==> config.mk <==
export PLATFORM = sky130hd
export DESIGN_NAME = cbrt_share_ctrl_flat
export DESIGN_NICKNAME = d
export VERILOG_FILES = /design/src/rtl/cbrt_pkg.sv /design/src/rtl/cbrt_share_ctrl_if.sv /design/src/rtl/rr_arbiter.sv /design/src/rtl/cbrt_share_ctrl.sv /design/src/flat_wrapper.sv
export SDC_FILE = /design/constraint.sdc
export NUM_CORES = 1
export LEC_CHECK = 0
export CORE_MARGIN = 4
export CORE_UTILIZATION = 45
export CTS_CLUSTER_DIAMETER = 60
export DETAILED_ROUTE_END_ITERATION = 7
export PLACE_DENSITY = 0.81
export SLEW_MARGIN = 20
export SYNTH_ARGS = -nofsm -noshare
export SYNTH_HDL_FRONTEND = slang
export SYNTH_SLANG_ARGS = --single-unit
==> constraint.sdc <==
create_clock -name clk -period 3.78 [get_ports clk]
set_input_delay 0.378 -clock clk [delete_from_list [all_inputs] [get_ports clk]]
set_output_delay 0.378 -clock clk [all_outputs]
set_load 0.05 [all_outputs]
==> src/rtl/cbrt_pkg.sv <==
// Shared types and widths for the cubic-root sharing controller.
package cbrt_pkg;

  localparam int unsigned CBRT_W = 8;

  typedef enum logic [2:0] {
    StIdle,
    StIssue,
    StWaitBusy,
    StRun,
    StDone
  } cbrt_state_t;

endpackage

==> src/rtl/cbrt_share_ctrl_if.sv <==
// Requester-side and engine-side signals of the shared cubic-root controller.
interface cbrt_share_ctrl_if #(
  parameter int unsigned N = 4
);
  import cbrt_pkg::*;

  logic [N-1:0]        req;
  logic [CBRT_W*N-1:0] x_in;
  logic [N-1:0]        ack;
  logic [N-1:0]        done;
  logic [CBRT_W-1:0]   y_out;
  logic                err;
  logic                cr_start;
  logic [CBRT_W-1:0]   cr_x;
  logic                cr_busy;
  logic [CBRT_W-1:0]   cr_y;

  // slave: the controller; master: requesters plus engine environment.
  modport slave (
    input  req, x_in, cr_busy, cr_y,
    output ack, done, y_out, err, cr_start, cr_x
  );

  modport master (
    output req, x_in, cr_busy, cr_y,
    input  ack, done, y_out, err, cr_start, cr_x
  );

endinterface

==> src/rtl/rr_arbiter.sv <==
// Combinational round-robin arbiter: first requester at or after ptr, wrapping at N.
module rr_arbiter #(
  parameter int unsigned N    = 4,
  parameter int unsigned IdxW = $clog2(N)
) (
  input  logic [N-1:0]    req_i,
  input  logic [IdxW-1:0] ptr_i,
  output logic [N-1:0]    gnt_o,
  output logic [IdxW-1:0] gnt_idx_o,
  output logic            any_o
);

  int unsigned cand;

  always_comb begin
    gnt_o     = '0;
    gnt_idx_o = '0;
    any_o     = 1'b0;
    cand      = 0;
    for (int unsigned i = 0; i < N; i++) begin
      cand = (32'(ptr_i) + i) % N;
      if (!any_o && req_i[IdxW'(cand)]) begin
        any_o                 = 1'b1;
        gnt_o[IdxW'(cand)]    = 1'b1;
        gnt_idx_o             = IdxW'(cand);
      end
    end
  end

endmodule

==> src/rtl/cbrt_share_ctrl.sv <==
// Shares one cubic_root engine among N requesters with round-robin grants,
// busy-handshake tracking and a timeout abort. All outputs are registered.
module cbrt_share_ctrl
  import cbrt_pkg::*;
#(
  parameter int unsigned N       = 4,
  parameter int unsigned TIMEOUT = 64
) (
  input  logic              clk,
  input  logic              reset,
  cbrt_share_ctrl_if.slave  bus
);

  localparam int unsigned IdxW = $clog2(N);
  localparam int unsigned CntW = $clog2(TIMEOUT + 1);

  cbrt_state_t       state_q, state_d;
  logic [IdxW-1:0]   ptr_q, ptr_d;
  logic [N-1:0]      gnt_q, gnt_d;
  logic [CntW-1:0]   cnt_q, cnt_d;
  logic [CBRT_W-1:0] cr_x_q, cr_x_d;
  logic              cr_start_q, cr_start_d;
  logic [N-1:0]      ack_q, ack_d;
  logic [N-1:0]      done_q, done_d;
  logic [CBRT_W-1:0] y_out_q, y_out_d;
  logic              err_q, err_d;

  logic [N-1:0]      arb_gnt;
  logic [IdxW-1:0]   arb_idx;
  logic              arb_any;
  logic [CBRT_W-1:0] sel_x;
  logic              timeout_hit;

  rr_arbiter #(
    .N    (N),
    .IdxW (IdxW)
  ) u_arb (
    .req_i     (bus.req),
    .ptr_i     (ptr_q),
    .gnt_o     (arb_gnt),
    .gnt_idx_o (arb_idx),
    .any_o     (arb_any)
  );

  always_comb begin
    sel_x = '0;
    for (int i = 0; i < N; i++) begin
      if (arb_gnt[i]) sel_x = bus.x_in[i*CBRT_W +: CBRT_W];
    end
  end

  // Total cycles in WaitBusy plus Run are capped at TIMEOUT.
  assign timeout_hit = (cnt_q == CntW'(TIMEOUT - 1));

  always_comb begin
    state_d    = state_q;
    ptr_d      = ptr_q;
    gnt_d      = gnt_q;
    cnt_d      = cnt_q;
    cr_x_d     = cr_x_q;
    cr_start_d = 1'b0;
    ack_d      = '0;
    done_d     = '0;
    y_out_d    = '0;
    err_d      = 1'b0;
    unique case (state_q)
      StIdle: begin
        if (arb_any) begin
          state_d    = StIssue;
          gnt_d      = arb_gnt;
          cr_x_d     = sel_x;
          ptr_d      = (arb_idx == IdxW'(N - 1)) ? '0 : arb_idx + IdxW'(1);
          cnt_d      = '0;
          cr_start_d = 1'b1;
          ack_d      = arb_gnt;
        end
      end
      StIssue: begin
        state_d = StWaitBusy;
      end
      StWaitBusy: begin
        cnt_d = cnt_q + CntW'(1);
        if (bus.cr_busy) begin
          state_d = StRun;
        end else if (timeout_hit) begin
          state_d = StDone;
          done_d  = gnt_q;
          err_d   = 1'b1;
        end
      end
      StRun: begin
        cnt_d = cnt_q + CntW'(1);
        if (!bus.cr_busy) begin
          state_d = StDone;
          done_d  = gnt_q;
          y_out_d = bus.cr_y;
        end else if (timeout_hit) begin
          state_d = StDone;
          done_d  = gnt_q;
          err_d   = 1'b1;
        end
      end
      StDone: begin
        state_d = StIdle;
      end
      default: begin
        state_d = StIdle;
      end
    endcase
  end

  always_ff @(posedge clk or posedge reset) begin
    if (reset) begin
      state_q    <= StIdle;
      ptr_q      <= '0;
      gnt_q      <= '0;
      cnt_q      <= '0;
      cr_x_q     <= '0;
      cr_start_q <= 1'b0;
      ack_q      <= '0;
      done_q     <= '0;
      y_out_q    <= '0;
      err_q      <= 1'b0;
    end else begin
      state_q    <= state_d;
      ptr_q      <= ptr_d;
      gnt_q      <= gnt_d;
      cnt_q      <= cnt_d;
      cr_x_q     <= cr_x_d;
      cr_start_q <= cr_start_d;
      ack_q      <= ack_d;
      done_q     <= done_d;
      y_out_q    <= y_out_d;
      err_q      <= err_d;
    end
  end

  assign bus.ack      = ack_q;
  assign bus.done     = done_q;
  assign bus.y_out    = y_out_q;
  assign bus.err      = err_q;
  assign bus.cr_start = cr_start_q;
  assign bus.cr_x     = cr_x_q;

endmodule

==> src/flat_wrapper.sv <==
// flat-port wrapper written by rule: the top's interface ports become plain ports
module cbrt_share_ctrl_flat import cbrt_pkg::*;
#(
  parameter int unsigned N       = 4,
  parameter int unsigned TIMEOUT = 64
)
  (clk, reset, bus_req, bus_x_in, bus_cr_busy, bus_cr_y, bus_ack, bus_done, bus_y_out, bus_err, bus_cr_start, bus_cr_x);
  cbrt_share_ctrl_if #(.N(N)) bus_i ();
  input  logic clk;
  input  logic reset;
  input wire logic [$bits(bus_i.req)-1:0] bus_req;
  input wire logic [$bits(bus_i.x_in)-1:0] bus_x_in;
  input wire logic [$bits(bus_i.cr_busy)-1:0] bus_cr_busy;
  input wire logic [$bits(bus_i.cr_y)-1:0] bus_cr_y;
  output wire logic [$bits(bus_i.ack)-1:0] bus_ack;
  output wire logic [$bits(bus_i.done)-1:0] bus_done;
  output wire logic [$bits(bus_i.y_out)-1:0] bus_y_out;
  output wire logic [$bits(bus_i.err)-1:0] bus_err;
  output wire logic [$bits(bus_i.cr_start)-1:0] bus_cr_start;
  output wire logic [$bits(bus_i.cr_x)-1:0] bus_cr_x;
  assign bus_i.req = bus_req;
  assign bus_i.x_in = bus_x_in;
  assign bus_i.cr_busy = bus_cr_busy;
  assign bus_i.cr_y = bus_cr_y;
  assign bus_ack = bus_i.ack;
  assign bus_done = bus_i.done;
  assign bus_y_out = bus_i.y_out;
  assign bus_err = bus_i.err;
  assign bus_cr_start = bus_i.cr_start;
  assign bus_cr_x = bus_i.cr_x;
  cbrt_share_ctrl #(.N(N), .TIMEOUT(TIMEOUT)) u_core (.clk(clk), .reset(reset), .bus(bus_i));
endmodule
==> results of run 1 <==
-- area by class of cell --
class / instances / area, um^2
sequential: 42 / 1050
inverter: 5 / 18.8
clock inverter: 1 / 5.00
tap: 70 / 87.6
fill: 446 / 1900
clock buffer: 7 / 86.3
multi-input combinational: 198 / 1360
timing repair buffer: 77 / 758
-- Yosys cell counts (all sizes together) (2+ instances only) --
| library cell | count | share of area [%] |
|---|---|---|
| o21ai | 18 | 3.6 |
| a21o | 4 | 1.2 |
| a2bb2oi | 8 | 2.8 |
| nor4 | 2 | 0.50 |
| or3b | 2 | 0.70 |
| nand3 | 13 | 2.6 |
| a31oi | 2 | 0.50 |
| nor3b | 3 | 0.89 |
| o211ai | 8 | 4.0 |
| inv | 5 | 0.74 |
| o21bai | 2 | 0.60 |
| nand2 | 25 | 3.7 |
| nor3 | 3 | 0.60 |
| a211oi | 2 | 0.60 |
| mux2 | 3 | 1.3 |
| and3 | 3 | 0.74 |
| mux2i | 3 | 1.2 |
| nand4 | 2 | 0.50 |
| nor2 | 17 | 2.5 |
| nor2b | 3 | 0.74 |
| a32oi | 8 | 2.8 |
| or3 | 3 | 0.74 |
| a22o | 2 | 0.70 |
| ha | 7 | 3.5 |
| buf | 8 | 2.2 |
| clkbuf | 9 | 1.3 |
| and4 | 2 | 0.70 |
| dfrtp | 42 | 42 |
| a21oi | 7 | 1.4 |
| and4b | 3 | 1.2 |
| and2 | 23 | 5.8 |
-- per-stage QoR --
step,util (%),instance area (um^2),setup slack [ns]
5_1_grt,63.9,3370,0.517
6_report,63.9,3370,0.741
4_1_cts,63.9,3370,0.738
2_1_floorplan,-,2520,0.817
3_3_place_gp,62.2,3280,0.663
3_5_place_dp,62.2,3280,0.585
-- sequential cells by signal, summed over array words and instances, names as in the netlist, named ones only --
register             cells
u_core.bus.cr_x          8
u_core.bus.y_out         8
u_core.cnt_q             7
u_core.bus.ack           4
u_core.bus.done          4
u_core.gnt_q             4
u_core.state_q           3
u_core.bus.cr_start      1
u_core.bus.err           1
u_core.ptr_q             1
-- power by group through the flow --
stage / sequential [mW] / combinational (mW) / clock, mW
2_1_floorplan: 0.891 / 0.901 / 0
3_3_place_gp: 0.664 / 1.47 / 0
3_5_place_dp: 0.667 / 1.50 / 0
4_1_cts: 0.661 / 1.51 / 0.301
5_1_grt: 0.677 / 1.63 / 0.318
6_report: 0.662 / 1.51 / 0.296
-- routing by layer --
layer | part of all wire [%] | global-route usage (%) | wire (um)
met1 | 42 | 23.9 | 2730
met2 | 51 | 31.1 | 3270
met3 | 6.6 | 3.56 | 429
met4 | 0.53 | 4.01 | 34
met5 | 0 | 0 | 0
-- layout by cell type (no fill, tap or decap), types with 4 or more instances in the layout --
cell type	count
sky130_fd_sc_hd__a21o_1	4
sky130_fd_sc_hd__a21oi_1	7
sky130_fd_sc_hd__a2bb2oi_1	8
sky130_fd_sc_hd__a32oi_1	8
sky130_fd_sc_hd__and2_1	22
sky130_fd_sc_hd__buf_4	5
sky130_fd_sc_hd__clkbuf_8	6
sky130_fd_sc_hd__clkdlybuf4s50_1	72
sky130_fd_sc_hd__dfrtp_1	42
sky130_fd_sc_hd__ha_1	7
sky130_fd_sc_hd__inv_1	4
sky130_fd_sc_hd__nand2_1	25
sky130_fd_sc_hd__nand3_1	13
sky130_fd_sc_hd__nor2_1	17
sky130_fd_sc_hd__o211ai_2	8
sky130_fd_sc_hd__o21ai_0	18
-- worst max path at each step --
stage | from | to | slack, ns
final | u_core.ptr_q[1] | u_core.bus.cr_x[5] | 0.74
after global routing | register | u_core.bus.cr_x[3] | 0.52
after CTS | u_core.ptr_q[1] | u_core.bus.cr_x[3] | 0.74
after detailed placement | bus_req[3] | u_core.bus.cr_x[3] | 0.59
after global placement | bus_req[3] | u_core.bus.cr_x[1] | 0.66
after floorplan | register | u_core.gnt_q[0] | 0.82
-- cells by family (layout without fill, tap and decap cells) --
family,Yosys count,after routing,synth area share [%]
AO/OA/AOI/OAI,71,71,22.1
XOR/XNOR,2,2,0.695
adder cells (fa/ha/maj),7,7,3.48
buffers and inverters,22,90,4.27
flip-flops,42,42,41.7
multiplexers,7,7,3.43
AND/OR/NAND/NOR,111,111,24.3
==> out/results.txt, run 1 <==
The flow ran to the end, and the final reports show no timing, DRC or antenna violations. The number of warnings issued by yosys is 0. The tools report the count of pins over their slew limit as 0. The tool flagged a number of max-cap violations equal to 0. Slew at the pin closest to its max-slew limit: 0.750 ns. Cells with a size suffix above 1 make up 8.79% of the layout.

Capture endpoint of the worst hold path: u_core.gnt_q[1]. The ratio of final minimum period to clock period came out at 80.4%. Global routing used 18.2% of the available tracks across all layers. Setup repair after global routing left no endpoint under its margin. The routed layout has 2275 vias. Of all nets on the critical path, the largest fanout is 12. The average detailed-routed wire length per instance was 16.2 um. TritonCTS built the clock tree. For this configuration, the core starts out at a cell density of 47.8%. Counting along the longest clock path gives a buffer depth of 2.

73 I/O pins were placed. Port buffering added 72 buffers. For this run, design rule violations remaining after detail routing come to 0. The area added between synthesis and finish was 33.7%. Counting every instance in the synthesized netlist gives 262. Net switching is 46.8% of the power. At the worst endpoint, the arrival time is 3.20 ns.

By instance count, the cell type seen most on the critical path is sky130_fd_sc_hd__or3b_1. The synthesized design contains 42 register bits. The first global-routing pass estimated 10400 um of wire.

The launch point of the worst reg-to-reg path is u_core.ptr_q[1]. The worst register-to-register path has a depth of 8. The setup check on the worst reg-to-reg path leaves a slack of 0.74 ns. Summed over all nets, the switching power comes to 1.15 mW. CTS saw 42 sinks. In this run the remaining antenna-violating nets after routing total 0.

The type of destination of the critical path was a register. The buffering stage count on the worst path with inverters included was 1. At the end of the flow, the number of nets in the layout was 383. The tree is rooted in a sky130_fd_sc_hd__clkbuf_8.

The die is 82.8 um tall. The number of hold-repair buffers added at the cts stage is 0, and the global placer's final weighted congestion is 0.854. Combinational cells account for 61.1% of the total power.

The antenna diode count is 0, and the cell count after placement is 392. The tightest min-delay check is of the reg -> reg type. The worst reg2reg path endpoint was u_core.bus.cr_x[5]. The internal power of the cells totals 1.31 mW. Between clock sinks in the finished design, the worst skew comes to 0.00630 ns. Summed over all failing endpoints, the final setup total negative slack is 0 ns. STA puts the critical path data required time at 3.94 ns.

The shortest period the worst path allows was 3.04 ns. On the worst path, the slowest cell contributes a delay of 0.52 ns. Buffers inserted during clock tree synthesis total 5. The run gives 2172 as the number of global-route vias before repair. The setup fix buffers added after clock tree synthesis was 0; the number of enable-type register cells in the synthesized netlist was 0. For the initial antenna violation count, the log shows 0. Headroom to the max-slew limit came out at 49.9%. For this run, the number of standard cells in the final layout without fillers is 400. Per report_power, the sequential group accounts for 26.9% of the total.

Based on the critical path, the design can be clocked at up to 329 MHz. The share of total power dissipated in the clock network is 12.0%. Largest voltage drop on the vdd net: 412 uV. On the critical path the largest part of the delay comes from simple AND/OR/NAND/NOR gates.

The worst hold path stage count was 1; the global-route congestion overflow total was 0. The largest net degree at the start of global routing is 43, and the number of search-and-repair iterations in the first detailed-routing pass is 5. The post-cts resize count was 0; the final number of setup-violating endpoints was 0.

In the routed layout, each cell is associated on average with a via count of 5.69. For the worst hold slack, the log shows 0.474 ns. The mean post-synth cell area came out at 9.62 um^2. The synthesized netlist contains 54 unique library cells. For this run, asynchronously set or reset flops after synthesis account for 100%.

The clock-pin slew on the worst setup and hold paths is 0.08 ns, and the total half-perimeter wirelength after legalization and detailed placement is 4710 um. For the count of endpoints failing hold in the final timing report, the log shows 0. For this run, the register share of the synthesized area comes to 41.7%. The clock tree synthesis step divided the H-tree into 2 levels. In this run the power density over the cells is 732 nW/um^2.

The tools report the hold path startpoint as u_core.gnt_q[1]. The detailed router finished its first iteration with 179 violations. Kind of launch point of the worst setup path: a register. The critical path is of the reg -> reg type. Counting buffers and inverters, the worst setup path is 8 cells deep. For this design, the slowest cell found on the critical path is sky130_fd_sc_hd__a2111oi_2. The signal on the critical path passes through inv_1 > ha_1 > or3b_1 > a2111oi_2 > o21ai_0 > and4bb_1 > or3b_1 > o211ai_2. The logs give 26 for the standard-cell row count and 6860 um^2 for the total die area. The number of nets produced by synthesis came out at 316. In the synthesized netlist the dominant register cell turns out to be sky130_fd_sc_hd__dfrtp_1. The logs give 0.29 ns for the clock latency at the later pin of the worst-skew pair and 5270 um^2 for the core area. From left edge to right edge, the die measures 82.8 um. The final wirelength is 6460 um, and the final total power is 2.46 mW. Summed over all cells, the static leakage comes to 1.44 nW. In this run the cell area of the synthesized design comes to 2520 um^2.
Note: power is estimated with default switching activity, not from simulation.
==> inputs of run 2 (changes only) <==
clock period = 3.05 ns   (was 3.78 ns; I/O delays follow)
==> run 2 against run 1 <==
Net effect: sequential cell count stayed put; worst hold slack worse by 0.048 ns; global-route usage is 0.40 points higher; combinational power is 28% higher; sequential share of layout area is 0.81 points lower; final cell count is 2.0% higher; fmax is 8.1% higher; setup slack worse by 0.50 ns.
==> out/results.txt, run 2 (synthesized netlist as in run 1, its figures left out) <==
Ratio of final minimum period to clock period: 92.2% (+12 points). The slew at the pin closest to its max-slew limit is 0.729 ns (-0.0213 ns), and the number of max-cap violations is 0 (unchanged). The flow ran to the end, and the final reports show no timing, DRC or antenna violations.

The filler cell count in the final layout is 434 (-2.7%), and the largest voltage drop on the vdd net is 507 uV (+23%). Following the worst setup path forward leads to its endpoint at u_core.bus.cr_x[3]. The static leakage is 1.50 nW (+3.7%), and the global-route congestion overflow total is 0 (unchanged). The required time at the endpoint of the critical path was 3.22 ns (-0.72 ns); the arrival time of data at the critical path endpoint was 2.99 ns (-0.21 ns). For the count of antenna-violating nets left after detailed routing, the log shows 0 (unchanged). The final total power is 3.19 mW (+29%), and the clock latency at the later pin of the worst-skew pair is 0.29 ns (about the same). Antenna diode count: 0 (unchanged). The fmax is 356 MHz (+8.1%), and the fraction of layout instances using a drive strength above 1 is 11.2% (+2.5 points). The tree is rooted in a sky130_fd_sc_hd__clkbuf_8. The maximum fanout along the worst path came out at 13 (+1). The max-slew headroom at the worst pin is 51.3% (+1.4 points), and the final number of setup-violating endpoints is 0 (unchanged). For the setup fix buffers added after clock tree synthesis, the log shows 0 (unchanged). Relative to the synthesized area, the layout overhead comes to 37.2%. The worst clock skew on the final layout is 0.00313 ns (-0.00317 ns). The standard-cell row count is 26 (unchanged).

The worst setup path is launched from a register. The global-route track usage on met3 is 3.17% (-0.40 points), and the met2 global-route usage is 31.1% (unchanged). The power per unit of standard cell area is 922 nW/um^2 (+26%), and the number of cells on the worst reg-to-reg path is 8 (unchanged).

TritonCTS built the clock tree. For the largest net degree at the start of global routing, the log shows 43 (unchanged). The minimum setup slack after placement came out at 0.0623 ns (-0.523 ns). The most common cell after layout, fill and taps aside is sky130_fd_sc_hd__clkdlybuf4s50_1.

The top cell types in the final layout, fill and taps aside, are sky130_fd_sc_hd__clkdlybuf4s50_1 (72), sky130_fd_sc_hd__dfrtp_1 (42), sky130_fd_sc_hd__nand2_1 (25). Clock-pin slew on the worst setup and hold paths: 0.08 ns (about the same). The horizontal extent of the die came out at 82.8 um (unchanged). The average detailed-routed wire length per instance was 15.6 um (-3.4%); the number of clock sinks seen by CTS was 42 (unchanged). The count of buffers inserted at the top-level ports works out to 72 (unchanged). The logs give 65.6% (+1.7 points) for the core occupancy in the finished layout and 4800 um (+1.9%) for the total half-perimeter wirelength after legalization and detailed placement.

The count of endpoints failing hold in the final timing report was 0 (unchanged); the final wirelength was 6370 um (-1.5%). The category of the critical setup timing path was reg -> reg. The tools report the maximum number of buffers from clock root to sink as 2 (unchanged).

Setup repair after global routing left no endpoint under its margin. The number of vias in the routed layout was 2316 (+1.8%). The busiest layer in global routing is met2. The logs give 10600 um (+2.0%) for the first-pass GRT wire length and 2288 (+5.3%) for the number of global-route vias before repair. The logs give 162 (-9.5%) for the number of DRC markers after the initial detailed-route iteration and 0 (unchanged) for the count of pins over their slew limit. The shortest period the worst path allows was 2.81 ns (-0.228 ns); the total I/O pin count was 73 (unchanged).

The tools report the number of hold-repair buffers added at the cts stage as 0 (unchanged). In this run the critical register-to-register path is captured at u_core.bus.cr_x[3]. Mean number of vias per cell: 5.68 (-0.19%). The logs give 391 (+2.1%) for the net count of the finished layout and 24.3% (+0.38 points) for the global routing usage on met1. For the number of search-and-repair iterations in the first detailed-routing pass, the log shows 4 (-1).

The height of the die works out to 82.8 um (unchanged). The worst hold path belongs to the class in -> async. For the H-tree depth, the log shows 2 (unchanged). The logs give 18.6% (+0.40 points) for the combined global-route utilization of all metal layers and 0.864 (+1.2%) for the global placer's final weighted congestion. The type of destination of the critical path is a register. Number of buffers added by the clock tree synthesis step: 5 (unchanged). The initial antenna violation count was 0 (unchanged). The logs give 0.24 ns (-0.50 ns) for the slack of the worst reg-to-reg path and 5270 um^2 (unchanged) for the core area. The worst path setup slack after routing was 0.239 ns (-0.502 ns); the total die area was 6860 um^2 (unchanged). Post-cts resize count: 0 (unchanged). The summed negative setup slack over all endpoints is 0 ns (unchanged), and the number of design rule violations left after detail routing is 0 (unchanged). For the starting density of the core, the log shows 47.8% (unchanged).
-- run 2: changes by cell type in the layout (fill, tap and decap cells not counted) --
cell,change
sky130_fd_sc_hd__buf_12,+1
sky130_fd_sc_hd__buf_4,+7
sky130_fd_sc_hd__bufinv_16,+1
sky130_fd_sc_hd__clkbuf_1,-1
sky130_fd_sc_hd__clkbuf_8,-1
sky130_fd_sc_hd__clkinv_2,+1
-- run 2: report_power, final --
group	switching (mW)	total, mW	internal, mW
clock network	0.185	0.426	0.241
registers	0.104	0.821	0.717
logic	1.16	1.94	0.778
total	1.45	3.19	1.74
-- run 2: critical path, stage by stage (launching register included) --
cell and delay, ns:
sky130_fd_sc_hd__dfrtp_1 0.38, sky130_fd_sc_hd__inv_1 0.16, sky130_fd_sc_hd__ha_1 0.32, sky130_fd_sc_hd__mux4_2 0.45, sky130_fd_sc_hd__and4_1 0.25, sky130_fd_sc_hd__nor4_1 0.38
sky130_fd_sc_hd__nand3_1 0.35, sky130_fd_sc_hd__a32oi_1 0.30, sky130_fd_sc_hd__o211ai_2 0.10
-- run 2: stage by stage --
step	std cells	hold WS [ns]	area, um^2
floorplan	262	0.434	2520
global placement	400	0.451	3350
detailed placement	400	0.465	3350
CTS	408	0.451	3460
global route	408	0.480	3460
finish	408	0.426	3460
-- run 2: final cells by class --
type,count,area (um^2),share of cell area [%]
tap,70,87.6,2.53
sequential,42,1050,30.4
timing repair buffer,85,831,24.0
clock inverter,3,40.0,1.16
inverter,5,18.8,0.543
clock buffer,5,68.8,1.99
multi-input combinational,198,1360,39.4
-- run 2: worst min-delay path by stage --
stage	slack (ns)	end	cells after the start
floorplan	0.43	u_core.bus.y_out[0]	1
global placement	0.45	u_core.gnt_q[2]	1
detailed placement	0.46	u_core.gnt_q[3]	1
CTS	0.45	u_core.bus.y_out[3]	3
global route	0.48	u_core.bus.y_out[3]	3
finish	0.43	u_core.bus.done[1]	3
-- run 2: routing by layer --
metal,vias to the layer above,part of all wire [%]
met4,0,1.4
met2,83,49
met3,7,5.9
li1,1116,-
met5,-,0
met1,1110,44
